==> config.mk <==
export PLATFORM = sky130hd
export DESIGN_NAME = match_sequencer
export DESIGN_NICKNAME = d
export VERILOG_FILES = /design/src/rtl/match_sequencer.sv
export SDC_FILE = /design/constraint.sdc
export NUM_CORES = 1
export LEC_CHECK = 0
export CAP_MARGIN = 20
export CORE_MARGIN = 10
export CORE_UTILIZATION = 56
export CTS_BUF_LIST = sky130_fd_sc_hd__clkbuf_2 sky130_fd_sc_hd__clkbuf_4 sky130_fd_sc_hd__clkbuf_8
export DETAILED_ROUTE_END_ITERATION = 8
export PLACE_DENSITY = 0.91
export SLEW_MARGIN = 20
export SYNTH_ARGS = -nofsm -noshare
export SYNTH_HDL_FRONTEND = slang
export SYNTH_SLANG_ARGS = --single-unit
==> constraint.sdc <==
create_clock -name px_clk -period 2.4 [get_ports px_clk]
set_input_delay 0.6 -clock px_clk [delete_from_list [all_inputs] [get_ports px_clk]]
set_output_delay 0.6 -clock px_clk [all_outputs]
set_load 0.02 [all_outputs]
==> src/rtl/match_sequencer.sv <==
// match_sequencer: game-flow controller for the Pong top level.
// Sequences the match through idle, serve, rally, goal pause, game over and
// user pause. It also owns both scores, the serve direction, the ball
// hold/run controls and the sound request strobes. All outputs are registered.
module match_sequencer #(
  parameter int unsigned WIN_SCORE    = 9,
  parameter int unsigned SERVE_FRAMES = 60,
  parameter int unsigned PAUSE_FRAMES = 90,
  parameter int unsigned SCORE_W      = 4
) (
  input  logic               px_clk,
  input  logic               reset,
  input  logic               endframe,
  input  logic               play,
  input  logic               goal_ply1,
  input  logic               goal_ply2,
  output logic [2:0]         state,
  output logic               ball_hold,
  output logic               ball_run,
  output logic               serve,
  output logic               serve_dir,
  output logic               reset_goals,
  output logic [SCORE_W-1:0] score1,
  output logic [SCORE_W-1:0] score2,
  output logic [1:0]         winner,
  output logic               snd_goal,
  output logic               snd_win
);

  localparam int unsigned MAX_FRAMES =
    (SERVE_FRAMES > PAUSE_FRAMES) ? SERVE_FRAMES : PAUSE_FRAMES;
  localparam int unsigned CNT_W = $clog2(MAX_FRAMES + 1);

  localparam logic [CNT_W-1:0]   SERVE_CNT = CNT_W'(SERVE_FRAMES);
  localparam logic [CNT_W-1:0]   PAUSE_CNT = CNT_W'(PAUSE_FRAMES);
  localparam logic [CNT_W-1:0]   CNT_ONE   = CNT_W'(1);
  localparam logic [SCORE_W-1:0] SCORE_ONE = SCORE_W'(1);
  localparam logic [SCORE_W-1:0] WIN_VAL   = SCORE_W'(WIN_SCORE);

  typedef enum logic [2:0] {
    IDLE       = 3'd0,
    SERVE      = 3'd1,
    RALLY      = 3'd2,
    GOAL_PAUSE = 3'd3,
    GAME_OVER  = 3'd4,
    PAUSED     = 3'd5
  } state_t;

  state_t             st;
  state_t             saved;
  logic               play_q;
  logic [CNT_W-1:0]   cnt;
  logic               play_edge;
  logic               cnt_last;
  logic [SCORE_W-1:0] score1_inc;
  logic [SCORE_W-1:0] score2_inc;

  assign play_edge  = play & ~play_q;
  assign cnt_last   = (cnt == CNT_ONE);
  assign score1_inc = score1 + SCORE_ONE;
  assign score2_inc = score2 + SCORE_ONE;
  assign state      = st;

  // Match FSM: state, counter, scores and every registered output.
  always_ff @(posedge px_clk) begin
    if (reset) begin
      st          <= IDLE;
      saved       <= IDLE;
      play_q      <= 1'b0;
      cnt         <= '0;
      score1      <= '0;
      score2      <= '0;
      winner      <= 2'b00;
      serve_dir   <= 1'b0;
      ball_hold   <= 1'b1;
      ball_run    <= 1'b0;
      serve       <= 1'b0;
      reset_goals <= 1'b0;
      snd_goal    <= 1'b0;
      snd_win     <= 1'b0;
    end else begin
      play_q      <= play;
      serve       <= 1'b0;
      reset_goals <= 1'b0;
      snd_goal    <= 1'b0;
      snd_win     <= 1'b0;

      case (st)
        IDLE, GAME_OVER: begin
          if (play_edge) begin
            st          <= SERVE;
            score1      <= '0;
            score2      <= '0;
            winner      <= 2'b00;
            reset_goals <= 1'b1;
            cnt         <= SERVE_CNT;
            ball_hold   <= 1'b1;
            ball_run    <= 1'b0;
          end
        end

        SERVE: begin
          if (play_edge) begin
            saved <= SERVE;
            st    <= PAUSED;
          end else if (endframe) begin
            cnt <= cnt - CNT_ONE;
            if (cnt_last) begin
              st        <= RALLY;
              serve     <= 1'b1;
              ball_hold <= 1'b0;
              ball_run  <= 1'b1;
            end
          end
        end

        // player 1 wins a simultaneous-goal tie; player 2's pulse is dropped
        RALLY: begin
          if (play_edge) begin
            saved    <= RALLY;
            st       <= PAUSED;
            ball_run <= 1'b0;
          end else if (goal_ply1 || goal_ply2) begin
            snd_goal  <= 1'b1;
            ball_hold <= 1'b1;
            ball_run  <= 1'b0;
            if (goal_ply1) begin
              score1    <= score1_inc;
              serve_dir <= 1'b1;
              if (score1_inc == WIN_VAL) begin
                st      <= GAME_OVER;
                winner  <= 2'b01;
                snd_win <= 1'b1;
              end else begin
                st  <= GOAL_PAUSE;
                cnt <= PAUSE_CNT;
              end
            end else begin
              score2    <= score2_inc;
              serve_dir <= 1'b0;
              if (score2_inc == WIN_VAL) begin
                st      <= GAME_OVER;
                winner  <= 2'b10;
                snd_win <= 1'b1;
              end else begin
                st  <= GOAL_PAUSE;
                cnt <= PAUSE_CNT;
              end
            end
          end
        end

        GOAL_PAUSE: begin
          if (play_edge) begin
            saved <= GOAL_PAUSE;
            st    <= PAUSED;
          end else if (endframe) begin
            if (cnt_last) begin
              st  <= SERVE;
              cnt <= SERVE_CNT;
            end else begin
              cnt <= cnt - CNT_ONE;
            end
          end
        end

        // counter frozen and ball_hold untouched; resume restores motion
        PAUSED: begin
          if (play_edge) begin
            st       <= saved;
            ball_run <= (saved == RALLY);
          end
        end

        default: begin
          st        <= IDLE;
          ball_hold <= 1'b1;
          ball_run  <= 1'b0;
        end
      endcase
    end
  end

endmodule

Yosys cells after proc, flatten, opt, wreduce, memory -nomap -nowiden
Index checks and enable logic that the tools add are counted.

operators by class
  $add $sub $neg = 3
  equality and inequality tests = 32
  multiplexer cells = 67
  bitwise logic cells = 10
  reduce and logical (&&, ||, !) cells = 20

operators by type and width
  operator             number
  $mux 7               11
  $mux 3               15
  $mux 4               7
  $ne 2x2->1 const B   14
  $pmux 7 s4           1
  $ne 3x3->1 const B   9
  $reduce_and 7->1     3
  $mux 1               20
  $pmux 4 s2           2
  $pmux 3 s5           1
  $mux 2               6
  $reduce_and 10->1    1
  $reduce_and 5->1     2
  $eq 3x2->1 const B   3
  $not 1->1            9
  $pmux 3 s3           1
  $add 4x1->4 const B  2
  $eq 4x4->1 const B   2
  $reduce_or 4->1      2
  $eq 7x1->1 const B   1
  $sub 7x1->7 const B  1
  $eq 3x3->1 const B   2
  $reduce_and 6->1     1
  $reduce_or 2->1      3
  13 further kinds     13

storage, ports and cells
  bits in registers = 31
  bits of input ports = 6
  output and inout bits = 20
  logic and storage cells = 146

Logic depth before layout (Yosys ltp)
Gate-level depths: netlist of the first run.

  depth after elaboration = 7
  mapped depth = 8

Least setup slack after synthesis of the first run
OpenSTA, ideal clock, no wires.

  kind = flip-flop to flip-flop
  start point = register st[0], in the netlist state[0]
  end point = register cnt[0]
  setup time = 121 ps
  data arrival time = 2046 ps
  data required time = 2279 ps
  slack = 232 ps
  cell stages (with the launch flop) = 8
  buffers on the path = 2
  period minus slack after synthesis = 2168 ps
  cell sequence = dfxtp_1 buf_6 or4b_2 o31a_1 nand2_2 and3_1 buf_6 mux2_4

on the way
  longest elaborated chain between the ends = 4

RTL lines
  what                                                              line  RTL
  from (decl)                                                       49    state_t st;
  from (signal assigned)                                            170   st <= saved;
  $eq 3x3->1 or $logic_not 3->1 (tied branches)                     88    case (st)
  $reduce_or 2->1                                                   88
  $reduce_bool 4->1 (no source line) or $ne 2x2->1 (tied branches)  n/a
  $reduce_and 10->1 (no source line)                                n/a
  to (signal assigned)                                              107   cnt <= cnt - CNT_ONE;
  to (signal assigned)                                              162   cnt <= cnt - CNT_ONE;
  to (decl)                                                         52    logic [CNT_W-1:0] cnt;

Parallel ways exist; a longest one is shown, timed or not.
A chain may end at the register's enable or synchronous reset.

Final worst setup path of the first run
  start point = input play
  end point = register cnt[1]

on the way
  longest elaborated chain between the ends = 3

RTL lines
  what                                    line  RTL
  from (decl)                             14    input logic play,
  $and 1x1->1 (*)                         58    assign play_edge = play & ~play_q;
  $ne 2x2->1 (no source line)             n/a
  $reduce_and 10->1 (no source line) (*)  n/a

Mark *: on every way between the ends. The rest lies on a longest branch, timed or not.

==> out/qor.yml, run 1 <==
global_route:
  grt_use_total: 0.166
  grt_max_degree: 18
  met2_usage: 0.273
  use_met3: 0.0554
  grt_pass1_vias: 1730
  grt_pass1_wl_um: 8220
  antenna_found_initial: 0
  met1_usage: 0.194
  grt-busiest-layer: "met2"
  grt.overflow.total: 0
setup_path:
  cp-start-kind: "input port"
  rr_startpoint: "state[1]"
  path_class: "in2reg"
  arrival_ns: 2.47
  crit_start: "play"
  slowest_stage: "or4b_2"
  crit_required_ns: 2.67
  max_stage_delay_ns: 0.61
  end_kind: "flip-flop"
  crit_chain: "clkdlybuf4s50_1 > or4b_2 > o31a_1 > nand2_2 > and3_1 > buf_4 > mux2i_1"
  cp_max_fo: 6
sta:
  fmaxAchievable_mhz: 456
  relSlewSlack: 0.718
  fin_skew_ns: 0.00830
  finalCriticalPeriod_ns: 2.19
  setup_violations: 0
  holdWs_ns: 0.459
  slew_viol_final: 0
  hold_viol: 0
  rsz0062_at_grt: "no"
  tightest_slew_ns: 0.418
  period_share: 0.914
final_layout:
  final_util: 0.748
  fill_cells: 228
  final_cell_area_um2: 2280
  n_antenna_cell: 0
  fin_cells: 306
  layout-drive-gt1-share: 0.164
  area_growth_pct: 27.3
  layout.nets: 273
run_status:
  status: "finished clean"
synth:
  ys_top_cells_by_area: "dfxtp_1 33%, a21oi_1 4.5%, ha_1 4.2%"
  ys_seq_elements: 30
  synthArstFlopShare: 0
  syn-num-nets: 228
  synth_edf_count: 0
  synth_cell_types: 52
  synth_top_area_frac: 0.335
  syn_area_um2: 1790
  synth_top_cell_by_area: "dfxtp_1"
  synth.avg_cell_area_um2: 8.30
  synth.yosys.seq_area_share: 0.335
  yosys_most_used_dff: "dfxtp_1"
  synth_most_common_cell: "dfxtp_1"
  ys_top_cells_by_count: "30 x dfxtp_1, 20 x nor2_1, 18 x nand2_1"
  synthCells: 216
  synth_warnings: 0
clock_tree:
  cts.clk_slew.worst_paths_ns: 0.09
  post-cts-setup-buffers: 0
  cts.path.max_buffers: 2
  root_buffer: "clkbuf_4"
  cts.sinks: 30
  numCtsBuffers: 5
  cts-htree-levels: 2
  holdBufCountCts: 0
  ctsResizeCount: 0
  clk_latency_ns: 0.34
  cts_tree: "built"
place:
  placed_cells: 298
  gp_congestion: 0.904
  placed_area_um2: 2220
  numPortBuffers: 25
  hpwl_um: 3670
drt:
  drt_drc_violations_left: 0
  drt-vias-per-instance: 5.92
  first_pass_iters: 4
  drtIter0Drc: 137
  wl_um: 4850
  vias: 1812
  wire_per_inst_um: 15.9
  ant_nets: 0
flow_run:
  drv_cap: 0
die:
  chipWidth_um: 76.6
  coreArea_um2: 3050
  start_util: 0.587
  rows: 20
  io_pins: 26
  dieArea_um2: 5870
  fp.dieH_um: 76.6
min_path:
  hold_class: "reg2reg"
  worstHoldStart: "ball_run"
power_and_ir_drop:
  static-leakage-power_nw: 0.855
  pwr_density_cell_nw_per_um2: 518
  vdd_drop_max_v: 0.000325
## worst max-delay path, delay by kind of cell
kind / cells / cell delay, ns
muxes: 1 / 0.18
and+or+nand+nor: 3 / 0.88
buffers and inverters: 2 / 0.65
AOI/OAI and AO/OA: 1 / 0.16
## layout make-up
| type | count | area, um2 | area share |
|---|---|---|---|
| multi-input cells | 162 | 1080 | 0.473 |
| clock inverters | 1 | 5.00 | 0.00219 |
| clock buffers | 7 | 58.8 | 0.0258 |
| well taps | 44 | 55.1 | 0.0241 |
| inverters | 12 | 45.0 | 0.0197 |
| flip-flops and latches | 30 | 601 | 0.263 |
| repair buffers | 50 | 438 | 0.192 |
## layout by cell type, fill, tap and decap left out, types with 8 or more instances in the layout
cell type / count
dfxtp_1: 30
clkdlybuf4s50_1: 25
buf_4: 25
nor2_1: 20
nand2_1: 18
a21oi_1: 16
inv_1: 12
nand3_1: 9
o21ai_0: 8
nor3_1: 8
## stage by stage
| stage | power [mW] | setup WS, ns | setup TNS, ns |
|---|---|---|---|
| global placement | 0.847 | -0.111 | -0.534 |
| global route | 1.24 | 0.136 | 0 |
| finish | 1.18 | 0.207 | 0 |
| floorplan | 0.758 | 0.232 | 0 |
| detailed placement | 0.857 | -0.134 | -0.841 |
| CTS | 1.18 | 0.217 | 0 |
## per-layer routing
layer | part of all wire | up-vias
li1 | - | 889
met1 | 0.42 | 864
met2 | 0.50 | 49
met3 | 0.060 | 10
met4 | 0.015 | 0
met5 | 0 | -
## power breakdown
group / internal [mW] / switching (mW) / leakage (nW)
Clock: 0.153 / 0.177 / 0.0387
Sequential: 0.522 / 0.0301 / 0.244
Combinational: 0.139 / 0.160 / 0.572
Total: 0.814 / 0.367 / 0.855
## sequential cells by signal, indices dropped and copies added, names as in the netlist
| name | cells |
|---|---|
| serve | 1 |
| winner | 2 |
| state | 3 |
| snd_goal | 1 |
| score2 | 4 |
| ball_run | 1 |
| ball_hold | 1 |
| play_q | 1 |
| reset_goals | 1 |
| saved | 2 |
| score1 | 4 |
| cnt | 7 |
| serve_dir | 1 |
| snd_win | 1 |
## path summary, 6_finish.rpt
check,to,slack (ns),cells past startpoint
setup / recovery,cnt[1],0.21,7
hold / removal,ball_run,0.46,2
setup reg to reg,cnt[3],0.27,5
hold reg to reg,ball_run,0.46,2
## logic make-up after synthesis
kind of cell    synth area share
compound gates             0.221
xor+xnor                  0.0244
fa+ha+maj                 0.0419
buf+inv                   0.0628
flops                      0.335
mux                       0.0377
simple gates               0.278
Power figures use the tool's default switching activity.
==> run 2: changes to the inputs <==
- MAX_ROUTING_LAYER: unset -> met4
==> run 2 against run 1 <==
Die area unchanged. Power barely moved. Critical path type unchanged. Combinational power about the same. Final cell count stayed put. Hold slack better by 0.00084 ns. Sequential share of layout area is the same. Final area did not move. First-iteration DRC count is 1.5% higher. Highest routed layer unchanged. Wire length rose by 0.33%. Flip-flop and latch count did not move. Maximum frequency is essentially flat. Utilization is the same.
==> out/qor.yml, run 2 (synthesis results as in run 1) <==
run_status:
  status: "finished clean"
final_layout:
  n_antenna_cell: 0  # unchanged
  reg.largest.list: "cnt x7, score1 x4, score2 x4"
  final_cell_area_um2: 2280  # unchanged
  layout_commonest_cell: "dfxtp_1"
  largest_reg_flops: 7  # unchanged
  layout.nets: 273  # unchanged
  fill_cells: 228  # unchanged
  area_growth_pct: 27.3  # unchanged
  largest-register: "cnt"
  final_cell_mix: "30 x dfxtp_1, 25 x clkdlybuf4s50_1, 25 x buf_4, 20 x nor2_1, 18 x nand2_1"
  layout-drive-gt1-share: 0.164  # unchanged
place:
  hpwl_um: 3670  # unchanged
  gp_congestion: 0.919  # +1.7%
  placed_area_um2: 2220  # unchanged
  numPortBuffers: 25  # unchanged
drt:
  drt-vias-per-instance: 5.89  # -0.55%
  first_pass_iters: 4  # unchanged
  wl_um: 4870  # +0.33%
  drt_drc_violations_left: 0  # unchanged
  drtIter0Drc: 139  # +1.5%
  ant_nets: 0  # unchanged
  vias: 1802  # -0.55%
  wire_per_inst_um: 15.9  # +0.33%
setup_path:
  crit_cells: 7  # unchanged
  arrival_ns: 2.47  # about the same
  slowest_stage: "or4b_2"
  crit_chain: "clkdlybuf4s50_1 > or4b_2 > o31a_1 > nand2_2 > and3_1 > buf_4 > mux2i_1"
  critPathBufInv: 2  # unchanged
  cp_max_fo: 6  # unchanged
  path_class: "in2reg"
  max_stage_delay_ns: 0.61  # about the same
  cp-start-kind: "input port"
  end_kind: "flip-flop"
  crit_required_ns: 2.67  # about the same
  critPathTopFamily: "simple AND/OR/NAND/NOR gates"
  reg2reg_depth: 5  # unchanged
sta:
  tns_ns: 0  # unchanged
  period_share: 0.913  # about the same
  fmaxAchievable_mhz: 456  # about the same
  finalCriticalPeriod_ns: 2.19  # -0.00172 ns
  fin_skew_ns: 0.00546  # -0.00285 ns
  relSlewSlack: 0.717  # -0.00100
  slew_viol_final: 0  # unchanged
  rsz0062_at_grt: "no"
  tightest_slew_ns: 0.419  # +0.00149 ns
  hold_viol: 0  # unchanged
  setup_violations: 0  # unchanged
global_route:
  antenna_found_initial: 0  # unchanged
  grt_use_total: 0.170  # +0.00451
  grt_pass1_vias: 1732  # +0.12%
  grt_max_degree: 18  # unchanged
  grt_pass1_wl_um: 8220  # unchanged
  grt.overflow.total: 0  # unchanged
die:
  coreArea_um2: 3050  # unchanged
  fp.dieH_um: 76.6  # unchanged
  io_pins: 26  # unchanged
  rows: 20  # unchanged
  dieArea_um2: 5870  # unchanged
  chipWidth_um: 76.6  # unchanged
  start_util: 0.587  # unchanged
min_path:
  hold_class: "reg2reg"
  worstHoldPathCells: 2  # unchanged
clock_tree:
  ctsResizeCount: 0  # unchanged
  cts.sinks: 30  # unchanged
  cts.path.max_buffers: 2  # unchanged
  post-cts-setup-buffers: 0  # unchanged
  holdBufCountCts: 0  # unchanged
  clk_latency_ns: 0.34  # about the same
  root_buffer: "clkbuf_4"
  cts_tree: "built"
  cts.clk_slew.worst_paths_ns: 0.09  # about the same
  cts-htree-levels: 2  # unchanged
  numCtsBuffers: 5  # unchanged
power_and_ir_drop:
  vdd_drop_max_v: 0.000325  # about the same
  pwr_density_cell_nw_per_um2: 518  # about the same
  static-leakage-power_nw: 0.855  # unchanged
  finalPower_mw: 1.18  # about the same
flow_run:
  drv_cap: 0  # unchanged
run 2: through the flow:
| step | setup slack, ns | util | hold WS, ns | std cells |
|---|---|---|---|---|
| 2_1_floorplan | 0.232 | - | 0.446 | 216 |
| 3_3_place_gp | -0.111 | 0.727 | 0.446 | 298 |
| 3_5_place_dp | -0.134 | 0.727 | 0.451 | 298 |
| 4_1_cts | 0.217 | 0.748 | 0.463 | 306 |
| 5_1_grt | 0.136 | 0.748 | 0.500 | 306 |
| 6_report | 0.209 | 0.748 | 0.460 | 306 |
run 2: power by group:
group	total (mW)	switching, mW	internal (mW)	leakage, nW
combinational	0.299	0.160	0.139	0.572
sequential	0.552	0.0301	0.522	0.244
clock	0.330	0.177	0.153	0.0387
run 2: final timing paths:
path | slack (ns) | endpoint | from
setup reg to reg | 0.27 | cnt[3] | state[1]
setup / recovery | 0.21 | cnt[1] | play
hold reg to reg | 0.46 | ball_run | ball_run
hold / removal | 0.46 | ball_run | ball_run
run 2: per-layer routing:
| layer | global-route usage | routed length (um) | vias to the layer above |
|---|---|---|---|
| met2 | 0.273 | 2480 | 53 |
| met1 | 0.198 | 2070 | 855 |
| met4 | 0.0595 | 64 | 0 |
| met5 | - | 0 | - |
| li1 | - | - | 886 |
| met3 | 0.0483 | 258 | 8 |
run 2: tightest hold or removal path, delay by kind of cell (launching register included):
| family | cells | cell delay [ns] |
|---|---|---|
| flip-flops | 1 | 0.32 |
| AND/OR/NAND/NOR | 1 | 0.05 |
| multiplexers | 1 | 0.05 |
run 2: final cells by class:
class                           count  area [um2]  area share
Multi-Input combinational cell    162        1080       0.473
Sequential cell                    30         601       0.263
Timing Repair Buffer               50         438       0.192
Clock buffer                        7        58.8      0.0258
Tap cell                           44        55.1      0.0241
Inverter                           12        45.0      0.0197
Clock inverter                      1        5.00     0.00219
